==> src/rtl/display_sync_ctrl.sv <==
`default_nettype none
// ============================================================================
//  Module      : display_sync_ctrl
//  Description : Frame-synchronous snapshot handshake between the game FSM
//                and the display path, plus paced community-card reveal.
//  Revision    : 1.0 - initial release
// ============================================================================
module display_sync_ctrl #(
    parameter int W             = 64,
    parameter int REVEAL_FRAMES = 30
) (
    input  logic         clk,
    input  logic         reset,
    input  logic         vs,
    input  logic         upd_req,
    input  logic [W-1:0] game_bus,
    input  logic [2:0]   board_target,
    output logic         upd_ack,
    output logic [W-1:0] disp_bus,
    output logic [2:0]   shown_cnt,
    output logic         reveal_busy,
    output logic [15:0]  frame_cnt
);

    localparam logic [7:0] TMR_LAST  = 8'(REVEAL_FRAMES - 1);
    localparam logic [2:0] MAX_SHOWN = 3'd5;

    typedef enum logic [1:0] {
        IDLE = 2'd0,
        PEND = 2'd1,
        ACK  = 2'd2
    } state_t;

    state_t         state_q, state_d;
    logic           s1_q, s2_q, s3_q, s1_d, s2_d, s3_d;
    logic           live_q, live_d;
    logic           armed_q, armed_d;
    logic [W-1:0]   disp_bus_q, disp_bus_d;
    logic           upd_ack_q, upd_ack_d;
    logic [2:0]     shown_q, shown_d;
    logic [2:0]     target_q, target_d;
    logic [7:0]     tmr_q, tmr_d;
    logic [15:0]    frame_q, frame_d;

    logic           vs_fall;
    logic           commit;
    logic [2:0]     bt_clamp;

    // Next-state logic: sync chain, handshake FSM, snapshot, reveal pacing.
    always_comb begin
        s1_d       = vs;
        s2_d       = s1_q;
        s3_d       = s2_q;
        // s1 only reflects the real vs one edge after reset; the detector is
        // armed once a genuine high level has been seen so that a vs already
        // low at reset release cannot produce a phantom frame start.
        live_d     = 1'b1;
        armed_d    = armed_q | (live_q & s1_q);
        vs_fall    = s3_q & ~s2_q & armed_q;

        state_d    = state_q;
        commit     = 1'b0;
        disp_bus_d = disp_bus_q;
        shown_d    = shown_q;
        target_d   = target_q;
        tmr_d      = tmr_q;
        frame_d    = frame_q;
        bt_clamp   = (board_target > MAX_SHOWN) ? MAX_SHOWN : board_target;

        case (state_q)
            IDLE: begin
                if (upd_req) state_d = PEND;
            end
            PEND: begin
                if (!upd_req) begin
                    state_d = IDLE;
                end else if (vs_fall) begin
                    commit  = 1'b1;
                    state_d = ACK;
                end
            end
            ACK:     state_d = IDLE;
            default: state_d = IDLE;
        endcase

        upd_ack_d = (state_d == ACK);

        if (vs_fall) frame_d = frame_q + 16'd1;

        // A commit restarts pacing and wins over a reveal step on the same edge.
        if (commit) begin
            disp_bus_d = game_bus;
            target_d   = bt_clamp;
            tmr_d      = 8'd0;
            if (bt_clamp < shown_q) shown_d = bt_clamp;
        end else if (vs_fall && (shown_q < target_q)) begin
            if (tmr_q == TMR_LAST) begin
                shown_d = shown_q + 3'd1;
                tmr_d   = 8'd0;
            end else begin
                tmr_d   = tmr_q + 8'd1;
            end
        end
    end

    // State register with synchronous reset; sync chain idles high.
    always_ff @(posedge clk) begin
        if (reset) begin
            state_q    <= IDLE;
            s1_q       <= 1'b1;
            s2_q       <= 1'b1;
            s3_q       <= 1'b1;
            live_q     <= 1'b0;
            armed_q    <= 1'b0;
            disp_bus_q <= '0;
            upd_ack_q  <= 1'b0;
            shown_q    <= 3'd0;
            target_q   <= 3'd0;
            tmr_q      <= 8'd0;
            frame_q    <= 16'd0;
        end else begin
            state_q    <= state_d;
            s1_q       <= s1_d;
            s2_q       <= s2_d;
            s3_q       <= s3_d;
            live_q     <= live_d;
            armed_q    <= armed_d;
            disp_bus_q <= disp_bus_d;
            upd_ack_q  <= upd_ack_d;
            shown_q    <= shown_d;
            target_q   <= target_d;
            tmr_q      <= tmr_d;
            frame_q    <= frame_d;
        end
    end

    assign upd_ack     = upd_ack_q;
    assign disp_bus    = disp_bus_q;
    assign shown_cnt   = shown_q;
    assign reveal_busy = (shown_q != target_q);
    assign frame_cnt   = frame_q;

endmodule
`default_nettype wire
==> config.mk <==
export PLATFORM = sky130hd
export DESIGN_NAME = display_sync_ctrl
export DESIGN_NICKNAME = d
export VERILOG_FILES = /design/src/rtl/display_sync_ctrl.sv
export SDC_FILE = /design/constraint.sdc
export NUM_CORES = 1
export LEC_CHECK = 0
export CAP_MARGIN = 30
export CORE_MARGIN = 4
export CORE_UTILIZATION = 25
export CTS_CLUSTER_SIZE = 25
export DETAILED_ROUTE_END_ITERATION = 12
export DONT_BUFFER_PORTS = 1
export SLEW_MARGIN = 20
export SYNTH_ARGS = -nofsm -noshare
export SYNTH_HDL_FRONTEND = slang
export SYNTH_SLANG_ARGS = --single-unit
==> constraint.sdc <==
create_clock -name clk -period 2.2 [get_ports clk]
set_clock_uncertainty 0.05 [all_clocks]
set_input_delay 0.22 -clock clk [delete_from_list [all_inputs] [get_ports clk]]
set_output_delay 0.22 -clock clk [all_outputs]
set_load 0.02 [all_outputs]
==> flow_summary.json, run 1 <==
{
  "worstSetupStartpointType": "flip-flop",
  "viasPerCell": 4.53,
  "cts_setup_buffers": 0,
  "worstPathArrival_ns": 2.22,
  "synth_most_common_cell": "nand2_1",
  "antenna_found_initial": 0,
  "io_buffers": 0,
  "hold_path.class": "in -> reg",
  "drt_pass1_iterations": 5,
  "cts_tree": "built",
  "cp.depth": 6,
  "die_area_mm2": 0.0178,
  "cts.path.max_buffers": 2,
  "drtAntennaViolNets": 0,
  "hold_viol": 0,
  "core_region_area_mm2": 0.0153,
  "area_delta_synth_final_pct": 31.6,
  "reg2regPathDepth": 6,
  "drv_cap": 0,
  "fin_nets": 613,
  "nFillCells": 1559,
  "cp_max_fo": 6,
  "final_util_pct": 33.7,
  "critical_path_buf_inv_count": 0,
  "cts_buffers": 9,
  "grt_overflow": 0,
  "drtIter0Drc": 169,
  "vias": 3386,
  "syn_area_mm2": 0.00393,
  "required_ns": 2.38,
  "synth_top_area_share_pct": 52.0,
  "max_stage_delay_ns": 0.41,
  "diodes": 0,
  "rsz0062_at_grt": "no",
  "drcViolationCount": 0,
  "async_flop_share_pct": 0,
  "die_w_um": 133,
  "status": "complete, no violations",
  "yosysTopAreaCell": "dfxtp_1",
  "die_y_um": 133,
  "synth_ff_type": "dfxtp_1",
  "grtUsageTotal_pct": 12.0,
  "worst_path_max_delay_cell": "dfxtp_1",
  "synth.distinct_cells": 40,
  "cts_max_level": 3,
  "syn_avg_cell_area_um2": 8.37,
  "min_period_over_period_pct": 92.6,
  "cts.clk_slew.worst_paths_ns": 0.07,
  "setup_viol": 0,
  "grt_pass1_wl_mm": 17.3,
  "grt_max_degree": 93,
  "synth_seq_cells": 102,
  "min_path_cells": 3,
  "first_global_vias": 3410,
  "slew_headroom_pct": 64.0,
  "stdcell_area_mm2": 0.00517,
  "end_kind": "flip-flop",
  "cts_root_buf": "clkbuf_16",
  "drive_gt1_share_pct": 7.82,
  "critical_path.cell_chain": "ha_1 > nor2b_1 > o21ai_2 > and2_1 > a31oi_1 > o311a_1",
  "synth_warnings": 0,
  "io_pins": 156,
  "std_cell_rows": 45,
  "syn_inst": 469,
  "seq_area_frac_synth_pct": 52.0,
  "finalCriticalPeriod_ns": 2.04,
  "synthTopCellsByArea": "dfxtp_1, nand2_1, a21oi_1, xor2_1, ha_1",
  "worst_pin_slew_ns": 0.536,
  "place_area_mm2": 0.00417,
  "clkLatencyLatePin_ns": 0.34,
  "syn_nets": 549,
  "dpl.hpwl_mm": 6.83,
  "power.leakage_uw": 0.00182,
  "cp_top_family": "compound AO/OA/AOI/OAI gates",
  "drv_slew": 0,
  "cts_sinks": 102,
  "synth_common_cells": "nand2_1, dfxtp_1, a21oi_1",
  "power_density_mw_per_mm2": 719,
  "ir_drop_mv": 0.385,
  "fin_tns_setup_ns": 0,
  "crit_type": "reg -> reg",
  "wl_per_cell_um": 14.2,
  "fmax_ghz": 0.491,
  "drt-total-wl_mm": 10.6,
  "start_util_pct": 25.6,
  "gp_congestion": 0.801,
  "synth_edf_count": 0
}
-- tightest hold or removal path: stages --
cell	delay, ns
nor2b_1	0.04
nand2_1	0.09
a21oi_1	0.06
-- registers in the layout, summed over array words and instances, names as in the netlist, 2 cells and up --
name and cells:
disp_bus 64, frame_cnt 16, shown_cnt 3, state_q 2, target_q 3, tmr_q 8
-- power by group --
part           internal [µW]  leakage [µW]  switching [µW]  total [µW]
sequential              1850      0.000823            10.3        1860
combinational           98.2      0.000847            67.5         166
clock                    990      0.000152             692        1680
-- worst paths after layout --
| path | from | slack, ns | end |
|---|---|---|---|
| setup / recovery | shown_cnt[1] | 0.16 | shown_cnt[0] |
| hold / removal | board_target[2] | 0.07 | target_q[1] |
| setup reg to reg | shown_cnt[1] | 0.16 | shown_cnt[0] |
| hold reg to reg | s1_q | 0.41 | s2_q |
-- placed cells by master (no fill, tap or decap), types with 3 or more instances in the layout --
master,n
inv_1,8
nor2b_1,3
clkbuf_16,9
nand4_1,6
or2_2,3
dfxtp_1,102
nor2_1,29
xnor2_1,6
ha_1,9
a21oi_1,69
xor2_1,17
nand3_1,7
dlygate4sd3_1,66
nand2_1,146
buf_4,14
and3_1,6
-- routing by layer --
metal	global-route usage, %	up-vias	share of wire (%)
met3	6.19	16	11
met5	0	-	0
li1	-	1651	-
met1	12.8	1572	38
met4	3.71	0	1.7
met2	20.8	147	49
-- through the flow --
stage	setup slack, ns	cells	power [µW]	hold WS, ns
after floorplan	0.169	469	1960	0.274
after global placement	0.320	666	1940	0.251
after detailed placement	0.203	666	1940	0.255
after CTS	0.182	748	3770	0.0401
after global routing	0.0696	748	3860	0.0772
final	0.163	748	3710	0.0705
-- kinds of logic after synthesis --
group / synth area share, %
mux: 0.510
fa+ha+maj: 2.87
buf+inv: 4.56
compound gates: 11.1
flops: 52.0
xor+xnor: 5.13
simple gates: 23.8
-- repair_timing --
| item | in CTS | in global routing |
|---|---|---|
| gates resized for setup | 0 | 0 |
| hold buffers | 67 | 0 |
| hold endpoints to repair | 92 | 0 |
-- final cells by class --
class	instances	area (µm²)	share of cell area, %
flip-flops and latches	102	2040	39.5
multi-input cells	330	1710	33.0
repair buffers	82	813	15.7
well taps	211	264	5.11
clock buffers	9	225	4.36
clock inverters	6	86.3	1.67
inverters	8	30.0	0.581
(Power assumes the default switching activity.)
==> run 2: changes to the inputs <==
==> constraint.sdc (replaced) <==
create_clock -name clk -period 2.2 [get_ports clk]
set_clock_uncertainty 0.05 [all_clocks]
set_input_delay 0.11 -clock clk [delete_from_list [all_inputs] [get_ports clk]]
set_output_delay 0.11 -clock clk [all_outputs]
set_load 0.02 [all_outputs]
==> flow_summary.json, run 2 (same netlist as run 1, synthesis figures left out) <==
{
  "end_kind": "flip-flop",
  "drt-total-wl_mm": 10.7,
  "cts.path.max_buffers": 2,
  "grt_use_met3_pct": 5.48,
  "status": "complete, no violations",
  "start_util_pct": 25.6,
  "crit_type": "reg -> reg",
  "hold_viol": 0,
  "cts_buffers": 9,
  "largest_reg_flops": 64,
  "clkLatencyLatePin_ns": 0.34,
  "worstPathArrival_ns": 2.16,
  "io_buffers": 0,
  "die_area_mm2": 0.0178,
  "min_from": "board_target[0]",
  "cp_max_fo": 6,
  "drive_gt1_share_pct": 7.65,
  "grt_max_degree": 93,
  "rsz0062_at_grt": "no",
  "drcViolationCount": 0,
  "worst_pin_slew_ns": 0.477,
  "grt_pass1_wl_mm": 17.3,
  "fin_tns_setup_ns": 0,
  "first_global_vias": 3470,
  "slew_headroom_pct": 67.9,
  "wl_per_cell_um": 14.4,
  "fin_nets": 613,
  "drv_slew": 0,
  "drt_pass1_iterations": 4,
  "reg2regPathDepth": 6,
  "antenna_found_initial": 0,
  "cts_root_buf": "clkbuf_16",
  "io_pins": 156,
  "core_region_area_mm2": 0.0153,
  "power_density_mw_per_mm2": 695,
  "viasPerCell": 4.55,
  "finalCriticalPeriod_ns": 1.98,
  "diodes": 0,
  "drv_cap": 0,
  "gp_congestion": 0.790,
  "worstSetupStartpointType": "flip-flop",
  "area_delta_synth_final_pct": 30.8,
  "grt_overflow": 0,
  "setup_viol": 0,
  "vias": 3399,
  "die_y_um": 133,
  "final_cell_mix": "nand2_1, dfxtp_1, a21oi_1, dlygate4sd3_1, nor2_1",
  "hold_end": "target_q[0]",
  "required_ns": 2.38,
  "ir_drop_mv": 0.357,
  "cts_sinks": 102,
  "ctsResizeCount": 0,
  "final_common_cell": "nand2_1",
  "drtIter0Drc": 173,
  "min_path_cells": 2,
  "cts.clk_slew.worst_paths_ns": 0.06,
  "fmax_ghz": 0.506,
  "timing.rr.end": "shown_cnt[0]",
  "fin_total_pwr_uw": 3570,
  "cts_tree": "built",
  "dpl.hpwl_mm": 6.85,
  "use_met1_pct": 12.9,
  "grtUsageTotal_pct": 12.0,
  "power.leakage_uw": 0.00181,
  "std_cell_rows": 45,
  "reg2reg_slack_ns": 0.22,
  "grt_busiest_layer": "met2",
  "nFillCells": 1538,
  "r2r_start": "shown_cnt[1]",
  "die_w_um": 133,
  "hold_path.class": "in -> reg",
  "grtUsageMet2_pct": 20.9,
  "cts_setup_buffers": 0,
  "cts_max_level": 3,
  "drtAntennaViolNets": 0,
  "min_period_over_period_pct": 89.9
}
[run 2: cell types whose count changed in the layout (fill, tap and decap cells not counted)]
| cell | change |
|---|---|
| bufinv_16 | -1 |
| clkinv_2 | +1 |
| inv_6 | -1 |
[run 2: repair_timing]
item / CTS / global route
setup endpoints to repair: 0 / 0
endpoints found under the hold margin: 94 / 0
hold buffers: 67 / 0
[run 2: where the power goes]
| part | total, µW | internal, µW | leakage, µW | switching [µW] |
|---|---|---|---|---|
| registers | 1870 | 1850 | 0.000823 | 10.8 |
| clock network | 1540 | 863 | 0.000137 | 672 |
| logic | 166 | 98.3 | 0.000847 | 68.1 |
[run 2: worst max-delay path, stage by stage, from the launching register on]
cell and delay, ns:
dfxtp_1 0.41, ha_1 0.27, nor2b_1 0.15, o21ai_2 0.13, and2_1 0.28, a31oi_1 0.22
o311a_1 0.37
[run 2: per-layer routing]
metal | vias up | wire length (µm)
li1 | 1650 | -
met1 | 1591 | 4220
met2 | 140 | 5320
met3 | 18 | 1020
met4 | 0 | 173
met5 | - | 0
[run 2: worst max-delay path by stage]
stage | depth (start not counted) | start | to | slack [ns]
after detailed placement | 6 | shown_cnt[1] | shown_cnt[0] | 0.23
after floorplan | 7 | shown_cnt[1] | shown_cnt[0] | 0.17
after global routing | 6 | shown_cnt[1] | shown_cnt[0] | 0.1
after CTS | 6 | shown_cnt[1] | shown_cnt[0] | 0.21
final | 6 | shown_cnt[1] | shown_cnt[0] | 0.22
after global placement | 6 | shown_cnt[1] | shown_cnt[0] | 0.32
[run 2: area by class of cell]
type | count | area (µm²) | area share [%]
multi-input cells | 330 | 1710 | 33.2
clock inverters | 5 | 52.6 | 1.02
well taps | 211 | 264 | 5.14
repair buffers | 82 | 813 | 15.8
flip-flops and latches | 102 | 2040 | 39.8
inverters | 8 | 30.0 | 0.585
clock buffers | 9 | 225 | 4.39
[run 2: per-stage QoR]
stage | setup slack, ns | cell area [µm²] | hold WS (ns) | instances | util (%)
2_1_floorplan | 0.169 | 3930 | 0.164 | 469 | -
3_3_place_gp | 0.320 | 4170 | 0.140 | 666 | 27.2
3_5_place_dp | 0.230 | 4170 | 0.144 | 666 | 27.2
4_1_cts | 0.209 | 5130 | 0.0203 | 747 | 33.5
5_1_grt | 0.0985 | 5130 | 0.0501 | 747 | 33.5
6_report | 0.223 | 5130 | 0.0396 | 747 | 33.5
==> run 3: changes to the inputs <==
==> constraint.sdc (replaced) <==
create_clock -name clk -period 2.2 [get_ports clk]
set_clock_uncertainty 0.05 [all_clocks]
set_input_delay 0.44 -clock clk [delete_from_list [all_inputs] [get_ports clk]]
set_output_delay 0.44 -clock clk [all_outputs]
set_load 0.02 [all_outputs]
==> flow_summary.json, run 3 (same netlist as run 1, synthesis figures left out) <==
{
  "status": "complete, no violations",
  "cts_max_level": 3,
  "cts_buffers": 9,
  "cts_tree": "built",
  "reg2reg_slack_ns": 0.23,
  "hold_end": "frame_cnt[6]",
  "ir_drop_mv": 0.328,
  "start_util_pct": 25.6,
  "crit_type": "reg -> reg",
  "grtUsageTotal_pct": 10.5,
  "fin_tns_setup_ns": 0,
  "cp_max_fo": 6,
  "min_from": "reset",
  "dpl.hpwl_mm": 6.80,
  "vias": 3038,
  "setup_viol": 0,
  "place_area_mm2": 0.00417,
  "core_region_area_mm2": 0.0153,
  "timing.rr.end": "shown_cnt[0]",
  "cts.path.max_buffers": 2,
  "final_cell_mix": "nand2_1, dfxtp_1, a21oi_1, nor2_1, xor2_1",
  "viasPerCell": 4.45,
  "hold_path.class": "in -> reg",
  "grt_max_degree": 94,
  "diodes": 0,
  "min_period_over_period_pct": 89.8,
  "clkLatencyLatePin_ns": 0.34,
  "gp_congestion": 0.774,
  "std_cell_rows": 45,
  "fmax_ghz": 0.506,
  "drtIter0Drc": 137,
  "final_common_cell": "nand2_1",
  "grt_overflow": 0,
  "worst_pin_slew_ns": 0.492,
  "drtAntennaViolNets": 0,
  "nFillCells": 1650,
  "first_global_vias": 2949,
  "r2r_start": "shown_cnt[1]",
  "die_y_um": 133,
  "rsz0062_at_grt": "no",
  "drt_pass1_iterations": 4,
  "drv_cap": 0,
  "drt-total-wl_mm": 9.42,
  "cts_sinks": 102,
  "finalCriticalPeriod_ns": 1.97,
  "reg2regPathDepth": 6,
  "die_area_mm2": 0.0178,
  "worstSetupStartpointType": "flip-flop",
  "drive_gt1_share_pct": 8.92,
  "cts_setup_buffers": 0,
  "drcViolationCount": 0,
  "power_density_mw_per_mm2": 765,
  "final_util_pct": 29.1,
  "required_ns": 2.38,
  "cts_root_buf": "clkbuf_16",
  "end_kind": "flip-flop",
  "worstPathArrival_ns": 2.15,
  "wl_per_cell_um": 13.8,
  "largest_reg_flops": 64,
  "drv_slew": 0,
  "area_delta_synth_final_pct": 13.3,
  "min_path_cells": 1,
  "grt_pass1_wl_mm": 14.9,
  "die_w_um": 133,
  "cts.hold.buffers_added": 0,
  "ctsResizeCount": 0,
  "power.leakage_uw": 0.00152,
  "io_pins": 156,
  "stdcell_area_mm2": 0.00445,
  "cts.clk_slew.worst_paths_ns": 0.07,
  "critPathLaunch": "shown_cnt[1]",
  "antenna_found_initial": 0,
  "slew_headroom_pct": 67.0,
  "hold_viol": 0,
  "io_buffers": 0,
  "fin_nets": 546
}
[run 3: through the flow]
step / std cells / worst slack, ns / hold slack, ns / power (µW)
global route: 682 / 0.0416 / 0.0885 / 3560
floorplan: 469 / 0.169 / 0.365 / 1960
detailed placement: 666 / 0.222 / 0.390 / 1940
finish: 682 / 0.225 / 0.115 / 3400
CTS: 682 / 0.196 / 0.0913 / 3470
global placement: 666 / 0.317 / 0.392 / 1940
[run 3: where the power goes]
part | internal, µW | leakage (µW) | total [µW] | switching (µW)
combinational | 15.0 | 0.000558 | 35.8 | 20.8
clock | 783 | 0.000142 | 1500 | 721
sequential | 1850 | 0.000823 | 1860 | 9.95
[run 3: metal layers]
metal	wire, µm	vias to the layer above	GRT usage [%]
met2	4380	109	16.6
met5	0	-	0
met1	3890	1391	11.8
met4	167	0	5.03
met3	988	12	5.21
li1	-	1526	-
[run 3: how the worst max path moves through the flow]
stage	endpoint	cells past startpoint	slack, ns
after floorplan	shown_cnt[0]	7	0.17
final	shown_cnt[0]	6	0.23
after detailed placement	shown_cnt[0]	6	0.22
after global placement	shown_cnt[0]	6	0.32
after CTS	shown_cnt[0]	6	0.20
after global routing	shown_cnt[0]	6	0.04
[run 3: final cells by class]
type                    instances  area (µm²)  area share (%)
clock buffers                   9         225            5.06
clock inverters                 7        56.3            1.27
inverters                       8        30.0           0.675
multi-input cells             330        1710            38.4
flip-flops and latches        102        2040            45.9
well taps                     211         264            5.93
repair buffers                 15         125            2.81
[run 3: worst max-delay path, cell delays in order, from the launching register on]
cell and delay, ns:
dfxtp_1 0.42, ha_1 0.27, nor2b_1 0.14, o21ai_2 0.11, and2_1 0.29, a31oi_1 0.22, o311a_1 0.36
